===== src/rtl/alu_pkg.sv =====
// rtl/alu_pkg.sv - opcode constants, flag bit positions and flag packing for alu_seq
package alu_pkg;

  localparam logic [3:0] OP_ADD  = 4'b0000;
  localparam logic [3:0] OP_SUB  = 4'b0001;
  localparam logic [3:0] OP_RSB  = 4'b0010;
  localparam logic [3:0] OP_BIC  = 4'b0011;
  localparam logic [3:0] OP_AND  = 4'b0100;
  localparam logic [3:0] OP_OR   = 4'b0101;
  localparam logic [3:0] OP_XOR  = 4'b0110;
  localparam logic [3:0] OP_XNOR = 4'b0111;
  localparam logic [3:0] OP_ADC  = 4'b1000;
  localparam logic [3:0] OP_SBC  = 4'b1001;
  localparam logic [3:0] OP_LSL  = 4'b1010;
  localparam logic [3:0] OP_LSR  = 4'b1011;
  localparam logic [3:0] OP_ASR  = 4'b1100;
  localparam logic [3:0] OP_ROR  = 4'b1101;
  localparam logic [3:0] OP_MUL  = 4'b1110;
  localparam logic [3:0] OP_NOP  = 4'b1111;

  localparam int NFLAGS   = 4;
  localparam int FLAG_CO  = 0;
  localparam int FLAG_OVF = 1;
  localparam int FLAG_N   = 2;
  localparam int FLAG_Z   = 3;

  function automatic logic [NFLAGS-1:0] make_flags(input logic co, input logic ovf,
                                                   input logic n, input logic z);
    logic [NFLAGS-1:0] f;
    f           = '0;
    f[FLAG_CO]  = co;
    f[FLAG_OVF] = ovf;
    f[FLAG_N]   = n;
    f[FLAG_Z]   = z;
    return f;
  endfunction

endpackage


===== src/rtl/alu_mul_seq.sv =====
// rtl/alu_mul_seq.sv - unsigned shift-add multiplier, one partial product per clock
module alu_mul_seq
  import alu_pkg::*;
#(
  parameter int W = 4
) (
  input  logic           CLK,
  input  logic           RST,
  input  logic           GO,
  input  logic [W-1:0]   A,
  input  logic [W-1:0]   B,
  output logic [2*W-1:0] P,
  output logic           BUSY,
  output logic           FIN
);

  localparam int CW = $clog2(W);
  localparam logic [CW-1:0] LAST = CW'(W - 1);

  logic [2*W-1:0] acc;
  logic [2*W-1:0] mcand;
  logic [2*W-1:0] addend;
  logic [W-1:0]   mplier;
  logic [CW-1:0]  count;
  logic           busy;

  // P is the accumulator after the step taken at the coming edge, so on the
  // final iteration it is already the full product for the parent to capture.
  assign addend = mplier[0] ? mcand : '0;
  assign P      = acc + addend;
  assign BUSY   = busy;
  assign FIN    = busy && (count == LAST);

  always_ff @(posedge CLK or posedge RST) begin
    if (RST) begin
      acc    <= '0;
      mcand  <= '0;
      mplier <= '0;
      count  <= '0;
      busy   <= 1'b0;
    end else if (GO) begin
      acc    <= '0;
      mcand  <= {{W{1'b0}}, A};
      mplier <= B;
      count  <= '0;
      busy   <= 1'b1;
    end else if (busy) begin
      acc    <= P;
      mcand  <= mcand << 1;
      mplier <= mplier >> 1;
      count  <= count + 1'b1;
      if (count == LAST) begin
        busy <= 1'b0;
      end
    end
  end

endmodule


===== src/rtl/alu_seq.sv =====
// rtl/alu_seq.sv - registered ALU with carry chaining, shifts and a sequential multiply
module alu_seq
  import alu_pkg::*;
#(
  parameter int W = 4
) (
  input  logic         CLK,
  input  logic         RST,
  input  logic         START,
  input  logic [3:0]   CONTROL,
  input  logic [W-1:0] A,
  input  logic [W-1:0] B,
  output logic [W-1:0] C,
  output logic         CO,
  output logic         OVF,
  output logic         N,
  output logic         Z,
  output logic         BUSY,
  output logic         DONE
);

  localparam int SHW = $clog2(W);
  localparam logic [SHW:0] WIDTH_L = W[SHW:0];

  logic              accept;
  logic              mul_go;
  logic              mul_busy;
  logic              mul_fin;
  logic [2*W-1:0]    mul_p;
  logic              mul_hi;
  logic [SHW-1:0]    s;
  logic [W-1:0]      add_x;
  logic [W-1:0]      add_y;
  logic              add_cin;
  logic [W:0]        sum;
  logic [W:0]        lsl_full;
  logic [W:0]        lsr_full;
  logic [W:0]        asr_full;
  logic [W-1:0]      ror;
  logic [W-1:0]      res;
  logic              res_co;
  logic              res_ovf;
  logic [NFLAGS-1:0] flags;

  assign accept = START && !mul_busy;
  assign mul_go = accept && (CONTROL == OP_MUL);
  assign mul_hi = |mul_p[2*W-1:W];
  assign s      = B[SHW-1:0];

  // One spare bit on each shift catches the last bit shifted out as the carry.
  assign lsl_full = {1'b0, A} << s;
  assign lsr_full = {A, 1'b0} >> s;
  assign asr_full = $signed({A, 1'b0}) >>> s;
  assign ror      = (A >> s) | (A << (WIDTH_L - {1'b0, s}));
  assign sum      = {1'b0, add_x} + {1'b0, add_y} + {{W{1'b0}}, add_cin};

  alu_mul_seq #(.W(W)) u_mul (
    .CLK  (CLK),
    .RST  (RST),
    .GO   (mul_go),
    .A    (A),
    .B    (B),
    .P    (mul_p),
    .BUSY (mul_busy),
    .FIN  (mul_fin)
  );

  always_comb begin
    add_x   = A;
    add_y   = B;
    add_cin = 1'b0;
    case (CONTROL)
      OP_SUB: begin add_y = ~B; add_cin = 1'b1; end
      OP_RSB: begin add_x = B; add_y = ~A; add_cin = 1'b1; end
      OP_ADC: add_cin = flags[FLAG_CO];
      OP_SBC: begin add_y = ~B; add_cin = flags[FLAG_CO]; end
      default: ;
    endcase
  end

  always_comb begin
    res     = '0;
    res_co  = 1'b0;
    res_ovf = 1'b0;
    case (CONTROL)
      OP_ADD, OP_SUB, OP_RSB, OP_ADC, OP_SBC: begin
        res     = sum[W-1:0];
        res_co  = sum[W];
        res_ovf = (add_x[W-1] == add_y[W-1]) && (sum[W-1] != add_x[W-1]);
      end
      OP_BIC:  res = ~A & B;
      OP_AND:  res = A & B;
      OP_OR:   res = A | B;
      OP_XOR:  res = A ^ B;
      OP_XNOR: res = ~(A ^ B);
      OP_LSL:  begin res = lsl_full[W-1:0]; res_co = lsl_full[W]; end
      OP_LSR:  begin res = lsr_full[W:1];   res_co = lsr_full[0]; end
      OP_ASR:  begin res = asr_full[W:1];   res_co = asr_full[0]; end
      OP_ROR:  begin res = ror; res_co = (s != '0) && ror[W-1]; end
      default: ;
    endcase
  end

  always_ff @(posedge CLK or posedge RST) begin
    if (RST) begin
      C     <= '0;
      flags <= '0;
      DONE  <= 1'b0;
    end else begin
      DONE <= 1'b0;
      if (mul_fin) begin
        C     <= mul_p[W-1:0];
        flags <= make_flags(mul_hi, mul_hi, mul_p[W-1], mul_p[W-1:0] == '0);
        DONE  <= 1'b1;
      end else if (accept && (CONTROL != OP_MUL)) begin
        DONE <= 1'b1;
        if (CONTROL != OP_NOP) begin
          C     <= res;
          flags <= make_flags(res_co, res_ovf, res[W-1], res == '0);
        end
      end
    end
  end

  assign CO   = flags[FLAG_CO];
  assign OVF  = flags[FLAG_OVF];
  assign N    = flags[FLAG_N];
  assign Z    = flags[FLAG_Z];
  assign BUSY = mul_busy;

endmodule

===== config.mk =====
export PLATFORM = sky130hd
export DESIGN_NAME = alu_seq
export DESIGN_NICKNAME = d
export VERILOG_FILES = /design/src/rtl/alu_pkg.sv /design/src/rtl/alu_mul_seq.sv /design/src/rtl/alu_seq.sv
export SDC_FILE = /design/constraint.sdc
export NUM_CORES = 1
export LEC_CHECK = 0
export CAP_MARGIN = 20
export CORE_MARGIN = 2
export CORE_UTILIZATION = 35
export CTS_BUF_LIST = sky130_fd_sc_hd__clkbuf_4 sky130_fd_sc_hd__clkbuf_8
export DETAILED_ROUTE_END_ITERATION = 10
export HOLD_SLACK_MARGIN = 0.12
export PLACE_DENSITY = 0.5
export RECOVER_POWER = 100
export SYNTH_ARGS = -nofsm -noshare
export SYNTH_HDL_FRONTEND = slang
export SYNTH_SLANG_ARGS = --single-unit

===== constraint.sdc =====
create_clock -name CLK -period 4.05 [get_ports CLK]
set_input_delay 1.215 -clock CLK [delete_from_list [all_inputs] [get_ports CLK]]
set_output_delay 1.215 -clock CLK [all_outputs]
set_load 0.01 [all_outputs]

# Word-level counts from Yosys, hierarchy flattened
# Cells that the tools add are included.
[op_classes]
muxes = 26
n_reduce_logical = 20
bitwise_logic = 8
eq_ne = 19
n_lt_le_gt_ge = 0
add_sub_neg = 5
multipliers = 0
shifts = 5
div = 0
[op_table]
columns = ["cell", "count"]
rows = [
  ["8-bit 2-to-1 mux", 5],
  ["4-bit one-hot mux with 10 select lines", 1],
  ["4-bit 2-to-1 mux", 9],
  ["4-bit == test (second input constant)", 7],
  ["4-bit by 3-bit == test with 1-bit output (second input constant)", 4],
  ["4-bit zero test", 3],
  ["4-bit inverter", 3],
  ["8-bit adder", 1],
  ["4-bit bitwise AND", 2],
  ["4-bit by 2-bit == test with 1-bit output (second input constant)", 2],
  ["4-bit != test (second input constant)", 2],
  ["4-bit bitwise OR", 2],
  ["4-bit one-hot mux with 2 select lines", 1],
  ["2-bit nonzero test", 4],
  ["1-bit logical AND", 6],
  ["1-bit 2-to-1 mux", 6],
  ["2-bit OR reduction", 3],
  ["4-bit by 4-bit adder with 5-bit output", 1],
  ["5-bit by 1-bit adder with 5-bit output", 1],
  ["1-bit one-hot mux with 5 select lines", 1],
  ["5-bit OR reduction", 1],
  ["4-bit by 2-bit left shift with 5-bit output", 1],
  ["5-bit by 2-bit right shift with 5-bit output", 1],
  ["5-bit by 2-bit >>> shifter with 5-bit output", 1],
  ["14 further kinds", 15],
]
[totals]
romBits = 0
latch_bits = 0
out_inout_bits = 10
n_memories = 0
ram_bits = 0
inputBits = 15
ff_bits = 32
elab_cells = 91

# Longest topological paths before layout
# Gate-level depths: netlist (run 1).
[depth]
ltp_word = 11
mapped_depth = 14
mapped_depth_nobuf = 13

# Modules after synthesis
# A second synthesis (run 1) with hierarchy kept.
[hier_totals]
cells_unflattened = 353
area_unflattened_um2 = 2994.1
[by_module_without_submodules]
columns = ["module", "cells_each", "instances", "area_each_um2", "seq_area_each_um2"]
rows = [
  ["alu_seq", 217, 1, 1657.8, 200.2],
  ["alu_mul_seq", 136, 1, 1336.3, 575.6],
]

# Worst setup path after synthesis (run 1)
# Ideal clock, no wire load.
[synth_timing]
path_type = "input-to-reg"
start = "input port CONTROL[3]"
end = "register flags[3]"
stages = 13
required_time_ns = 3.974
path_buffers = 3
slack_ns = 0.260
setup_time_ns = 0.076
arrival_ns = 3.713
path_cell_list = "buf_2 -> buf_2 -> buf_1 -> a21oi_1 -> o21ai_0 -> fa_1 -> inv_1 -> fa_1 -> xor2_1 -> a221oi_1 -> nand3_1 -> or3_1 -> o21ai_1"
[synth_between]
elab_chain_cells = 10
word_cells_on_any_way = 34
cone_classes = "2 x add/sub; 15 x eq/ne; 7 x mux; 10 x reduce/logical"
[synth_rtl]
columns = ["element", "line_no", "text"]
rows = [
  ["start, declared", "alu_seq.sv:10", "input logic [3:0] CONTROL,"],
  ["4-bit by 1-bit == test with 1-bit output or 4-bit == test (tied branches)", "alu_seq.sv:72, alu_seq.sv:85", ""],
  ["2-bit OR reduction (no source line)", "n/a", ""],
  ["4-bit one-hot mux with 2 select lines", "alu_seq.sv:72", "case (CONTROL)"],
  ["4-bit by 4-bit adder with 5-bit output", "alu_seq.sv:55", "assign sum = {1'b0, add_x} + {1'b0, add_y} + {{W{1'b0}}, add_cin};"],
  ["5-bit by 1-bit adder with 5-bit output", "alu_seq.sv:55", ""],
  ["4-bit one-hot mux with 10 select lines", "alu_seq.sv:85", "case (CONTROL)"],
  ["4-bit zero test", "alu_seq.sv:119", "flags <= make_flags(res_co, res_ovf, res[W-1], res == '0);"],
  ["4-bit 2-to-1 mux", "alu_seq.sv:117", "if (CONTROL != OP_NOP) begin"],
  ["4-bit 2-to-1 mux", "alu_seq.sv:115", "end else if (accept && (CONTROL != OP_MUL)) begin"],
  ["4-bit 2-to-1 mux", "alu_seq.sv:111", "if (mul_fin) begin"],
  ["end signal, assigned", "alu_seq.sv:113", "flags <= make_flags(mul_hi, mul_hi, mul_p[W-1], mul_p[W-1:0] == '0);"],
  ["end signal, assigned", "alu_seq.sv:119", ""],
  ["end, declared", "alu_seq.sv:43", "logic [NFLAGS-1:0] flags;"],
]
# Several ways; a longest one is shown, not always the timed one. The select of a mux whose other input is x is not followed.
# A chain may end at the register's enable or synchronous reset.

# Worst setup path after layout (run 1)
[layout_timing]
start = "input port CONTROL[2]"
end = "register flags[3]"
# The elaborated chain is that of the path after synthesis.

==> metrics.yaml, run 1 <==
viasPerCell: 5.49
worst-path-stages: 15
yosys_warnings: 0
syn_nets: 394
hpwlAfterDp_um: 6260
die_w_um: 94.2
clock_skew_ns: 0.00508
leakage_nw: 1.58
min_path_type: "flip-flop to flip-flop"
power_frac_comb_pct: 43.4
ys_ff_latch: 31
avgRoutedWirePerCell_um: 16.2
cts_made_buffers: 5
critPathArrivalTime_ns: 4.02
clockRootBuffer: "clkbuf_8"
fin_setup_tns_ns: 0
power.total_w: 0.00145
relSlewSlack_pct: -9.86
regArea_um2: 776
end_kind: "flip-flop"
max_freq_mhz: 259
final_layout_size_suffix_gt1_share_pct: 10.8
maxCapViolCount: 1
initial_core_util_pct: 36.5
antenna_left: 0
port_buffers: 24
outcome: "complete, but fails checks"
cts_tree: "done"
reg2regPathDepth: 9
pwr-share-seq_pct: 34.7
syn_area_um2: 2850
hold_violations: 0
syn_inst: 358
power.share.switching_pct: 37.7
grt_pass1_wl_um: 13800
rows: 32
multi_input_area_um2: 1910
grtUsageTotal_pct: 19.7
gr-total-overflow: 0
diodes: 0
hold_path_depth: 2
dieHeight_um: 94.2
core_um2: 7810
violations: "max-capacitance violations, max-slew violations"
irDropWorstVdd_mv: 0.156
slowest_delay_ns: 0.57
routed_wl_um: 8120
ctsHoldBuffers: 0
drt_iter0_drc: 194
synthFlopType: "dfrtp_1"
crit_path_start_kind: "input pin"
ios: 25
cts_buffer_depth: 2
drc: 0
grt_antenna_before_repair: 0
synth_cell_types: 59
powerDensity_nw_per_um2: 420
area_growth_pct: 21.5
cts_num_sinks: 31
die_area_um2: 8880
min_period_ns: 3.85
crit_type: "input pin to flip-flop"
switchingPower_w: 0.000549
clkTransAtPathRegs_ns: 0.07
dr_total_vias: 2757
path_common_cell: "clkbuf_1"
syn_avg_cell_area_um2: 7.96
crit_buf_inv: 4
crit_chain: "clkdlybuf4s50_1 -> nor2b_1 -> clkbuf_1 -> a21oi_1 -> nor2_1 -> a221oi_1 -> buf_4 -> ha_1 -> and3b_1 -> o21ai_0 -> nor3b_1 -> nor4_1 -> clkbuf_1 -> nand2_1 -> o21ai_1"
fillCellCount: 794
grt_max_degree: 32
crit_family: "buffers and inverters"
tightestPinTransition_ns: 1.65
synthArstFlopShare_pct: 100
worst-path-max-fanout: 4
clkPwrFrac_pct: 21.9
ys_seq_area_share_pct: 27.2
insertion_delay_ns: 0.28
critPathSlowestCell: "clkdlybuf4s50_1"
synth_edf_count: 0
htree_levels: 2
rsz0062_at_grt: "false"
finalSetupViolations: 0
grt_pass1_vias: 2630
globalplace.congestion: 0.853
slew_viol_final: 32
fin_nets: 435
required_ns: 4.22
drt_pass1_iterations: 5
finalCritPeriodShare_pct: 95.2
intPower_w: 0.000906
[worst register-to-register path, delay by kind of cell, from the launching register on]
kind,cells,cell delay [ns]
adder cells (fa/ha/maj),2,0.65
AND/OR/NAND/NOR,3,0.44
flip-flops,1,0.46
AO/OA/AOI/OAI,4,1.04
[Yosys cell counts, types with 5 or more instances]
library cell   n  area, um2
a22oi_1        9       67.6
clkbuf_1       7       26.3
nor3_1         6       30.0
nand2_1       54        203
ha_1          18        225
nand2b_1       8       50.1
o21ai_1        5       25.0
nor2_1        26       97.6
mux2i_1        6       60.1
xor2_1         7       61.3
a21oi_1       17       85.1
dfrtp_1       31        776
inv_1         13       48.8
a21o_1         5       37.5
buf_2         11       55.1
nor2b_1        7       43.8
o21ai_0       38        190
and2_1         8       50.1
[routing by layer]
layer,global-route usage [%],vias to the layer above,part of all wire (%)
li1,-,1378,-
met1,30.3,1278,49
met2,28.8,91,42
met3,2.73,10,7.0
met4,4.71,0,1.3
met5,0,-,0
[power by group through the flow]
stage	combinational [W]	sequential (W)	clock (W)
2_1_floorplan	0.000410	0.000504	0
3_3_place_gp	0.000649	0.000511	0
3_5_place_dp	0.000650	0.000515	0
4_1_cts	0.000653	0.000509	0.000327
5_1_grt	0.000720	0.000526	0.000344
6_report	0.000632	0.000505	0.000318
[metrics by stage]
stage	instance area (um2)	hold slack (ns)	cells	setup WS, ns	util [%]
4_1_cts	3460	0.485	502	0.154	44.4
3_5_place_dp	3350	0.467	494	-0.149	42.9
3_3_place_gp	3350	0.462	494	-0.0213	42.9
6_report	3460	0.478	502	0.196	44.3
5_1_grt	3460	0.521	502	0.00583	44.3
2_1_floorplan	2850	0.446	358	0.260	-
[kinds of logic (layout without fill, tap and decap cells)]
group | count (synthesis) | count (layout) | share of synthesized area (%)
AOI/OAI and AO/OA | 115 | 115 | 25.9
xor gates and xnor gates | 11 | 11 | 3.38
adders and majority gates | 21 | 21 | 10.0
buffers and inverters | 37 | 79 | 6.15
DFF | 31 | 31 | 27.2
muxes | 8 | 8 | 3.29
and+or+nand+nor | 135 | 135 | 24.0
[flip-flops by register name, summed over array words and instances (netlist names)]
signal / cells
u_mul.acc: 8
u_mul.mplier: 4
DONE: 1
u_mul.count: 2
flags: 4
u_mul.BUSY: 1
C: 3
u_mul.mcand: 8
[area by class of cell]
class	count	share of cell area [%]
clock buffers	6	2.39
clock inverters	2	1.01
inverters	13	1.41
multi-input cells	290	55.3
flip-flops and latches	31	22.4
well taps	102	3.69
repair buffers	58	13.8
[cells in the final DEF (no fill, tap or decap), types with 8 or more instances in the layout]
cell type and instances:
buf_4 28, and2_1 8, a22oi_1 9, clkdlybuf4s50_1 11, dfrtp_1 31, ha_1 18, nor2_1 26, dlygate4sd3_1 12
a21oi_1 17, nand2_1 54, inv_1 13, o21ai_0 37
[final timing paths]
| check | endpoint | slack (ns) | from |
|---|---|---|---|
| max | flags[3]$_DFFE_PP0P_ | 0.20 | CONTROL[2] |
| min | u_mul.mplier[1]$_DFFE_PP0P_ | 0.48 | u_mul.mplier[1]$_DFFE_PP0P_ |
| max reg2reg | flags[1]$_DFFE_PP0P_ | 1.34 | u_mul.mplier[0]$_DFFE_PP0P_ |
| min reg2reg | u_mul.mplier[1]$_DFFE_PP0P_ | 0.48 | u_mul.mplier[1]$_DFFE_PP0P_ |
| max in group asynchronous | u_mul.mcand[2]$_DFFE_PP0P_ | 1.15 | RST |
| min in group asynchronous | u_mul.count[1]$_DFFE_PP0P_ | 1.94 | RST |
[what timing repair did]
action | in CTS | in global routing
endpoints found under the setup margin | 0 | 3
hold endpoints to repair | 0 | 0
resized for setup | 0 | 4
buffers inserted | 0 | 0
Note: power is estimated with default switching activity, not from simulation.
==> run 2: changes to the inputs <==
--- a/config.mk
+++ b/config.mk
@@ -6,10 +6,11 @@
 export NUM_CORES = 1
 export LEC_CHECK = 0
 export CAP_MARGIN = 20
-export CORE_MARGIN = 2
+export CORE_MARGIN = 4
 export CORE_UTILIZATION = 35
 export CTS_BUF_LIST = sky130_fd_sc_hd__clkbuf_4 sky130_fd_sc_hd__clkbuf_8
 export DETAILED_ROUTE_END_ITERATION = 10
+export GPL_ROUTABILITY_DRIVEN = 0
 export HOLD_SLACK_MARGIN = 0.12
 export PLACE_DENSITY = 0.5
 export RECOVER_POWER = 100
==> constraint.sdc (replaced) <==
create_clock -name CLK -period 4 [get_ports CLK]
set_input_delay 1.2 -clock CLK [delete_from_list [all_inputs] [get_ports CLK]]
set_output_delay 1.2 -clock CLK [all_outputs]
set_load 0.01 [all_outputs]
==> run 2 against run 1 <==
  * Setup slack lost 0.051 ns
  * Wire length about the same
  * Highest routed layer unchanged
  * Worst hold slack better by 0.0024 ns
  * Sequential power decreased by 1%
  * Die area increased by 8.7%
  * The run still ends with max-capacitance violations, max-slew violations left
==> metrics.yaml, run 2 (same netlist as run 1, synthesis figures left out) <==
stdcell_count: 506
final_layout_size_suffix_gt1_share_pct: 13.1
core_um2: 7810
grt_antenna_before_repair: 0
power.total_w: 0.00148
finalSetupViolations: 0
routed_wl_um: 8120
required_ns: 4.20
viasPerCell: 5.59
diodes: 0
drc: 0
fin_util_pct: 45.0
critPathArrivalTime_ns: 4.05
grt_pass1_vias: 2578
grt_max_degree: 38
dp.cells: 498
setup_ws_ns: 0.145
violations: "max-capacitance violations, max-slew violations"
crit_type: "input pin to flip-flop"
htree_levels: 2
multi_input_area_um2: 1920
clock_skew_ns: 0.00632
insertion_delay_ns: 0.28
cts_buffer_depth: 2
max_freq_mhz: 259
biggestRegsByFlops: "u_mul.acc: 8 flops, u_mul.mcand: 8 flops"
cts_num_sinks: 31
drt_iter0_drc: 181
grtUsageTotal_pct: 16.6
leakage_nw: 1.62
regArea_um2: 776
avgRoutedWirePerCell_um: 16.1
finalCritPeriodShare_pct: 96.4
ios: 25
crit_family: "compound AO/OA/AOI/OAI gates"
clkTransAtPathRegs_ns: 0.07
crit_buf_inv: 4
clockRootBuffer: "clkbuf_8"
min_period_ns: 3.86
critPathSlowestCell: "o32ai_1"
end_kind: "flip-flop"
dieHeight_um: 98.2
die_area_um2: 9650
port_buffers: 24
die_w_um: 98.2
hold_violations: 0
drt_pass1_iterations: 5
tightestPinTransition_ns: 1.69
relSlewSlack_pct: -12.8
slowest_delay_ns: 0.70
crit_chain: "dlygate4sd3_1 -> inv_1 -> buf_4 -> ha_1 -> o32ai_1 -> a222oi_1 -> nand4_1 -> buf_4 -> nor2_1 -> o21ai_0"
hpwlAfterDp_um: 6260
cts_tree: "done"
slew_viol_final: 32
fin_nets: 439
cts_made_buffers: 5
fillCellCount: 804
fin_worst_hold_slack_ns: 0.481
final_common_cell: "nand2_1"
maxCapViolCount: 1
outcome: "complete, but fails checks"
rows: 32
irDropWorstVdd_mv: 0.154
grt_pass1_wl_um: 13100
final_cell_mix: "nand2_1 (54), o21ai_0 (38), buf_4 (36), dfrtp_1 (31), nor2_1 (26)"
pre_cts_slack_ns: -0.149
initial_core_util_pct: 36.5
min_path_type: "flip-flop to flip-flop"
dr_total_vias: 2827
rsz0062_at_grt: "false"
crit_path_start_kind: "input pin"
path_common_cell: "buf_4"
area_growth_pct: 23.3
powerDensity_nw_per_um2: 421
antenna_left: 0
worst-path-max-fanout: 6
gr-total-overflow: 0
run 2: worst paths after layout:
| kind | startpoint | endpoint | slack [ns] | cells after the start |
|---|---|---|---|---|
| setup / recovery | B[0] | C[1]$_DFFE_PP0P_ | 0.14 | 10 |
| hold / removal | u_mul.mplier[2]$_DFFE_PP0P_ | u_mul.mplier[2]$_DFFE_PP0P_ | 0.48 | 2 |
| setup reg to reg | u_mul.mplier[0]$_DFFE_PP0P_ | flags[1]$_DFFE_PP0P_ | 1.27 | 9 |
| hold reg to reg | u_mul.mplier[2]$_DFFE_PP0P_ | u_mul.mplier[2]$_DFFE_PP0P_ | 0.48 | 2 |
| max in group asynchronous | RST | C[1]$_DFFE_PP0P_ | 1.07 | 3 |
| min in group asynchronous | RST | u_mul.BUSY$_DFF_PP0_ | 1.94 | 3 |
run 2: tightest hold or removal path: cells and delay by family (launching register included):
family	cells	cell delay [ns]
flops	1	0.34
simple gates	2	0.11
run 2: timing repair:
item,CTS,global route
hold buffers,0,0
endpoints found under the setup margin,0,3
buffers inserted,0,0
resized for setup,0,8
run 2: layout make-up:
type | instances | area share, %
clock buffers | 6 | 2.35
clock inverters | 2 | 0.997
inverters | 13 | 1.39
multi-input cells | 290 | 54.7
flip-flops and latches | 31 | 22.1
well taps | 102 | 3.63
repair buffers | 62 | 14.9
run 2: per-stage QoR:
stage / cell area [um2] / setup TNS, ns
after floorplan: 2850 / 0
after global placement: 3380 / -0.0928
after detailed placement: 3380 / -0.308
after CTS: 3490 / 0
after global routing: 3510 / 0
final: 3510 / 0
run 2: where the power goes:
part / switching [W] / total, W / internal [W]
sequential: 0.0000693 / 0.000498 / 0.000429
clock: 0.000117 / 0.000319 / 0.000201
combinational: 0.000369 / 0.000661 / 0.000292
total: 0.000556 / 0.00148 / 0.000922
run 2: per-layer routing:
layer  GRT usage (%)  wire (um)  share of wire [%]
met2            24.9       3540                 44
met3            2.29        403                5.0
met1            25.2       4080                 50
met4            3.89        101                1.2
met5               0          0                  0
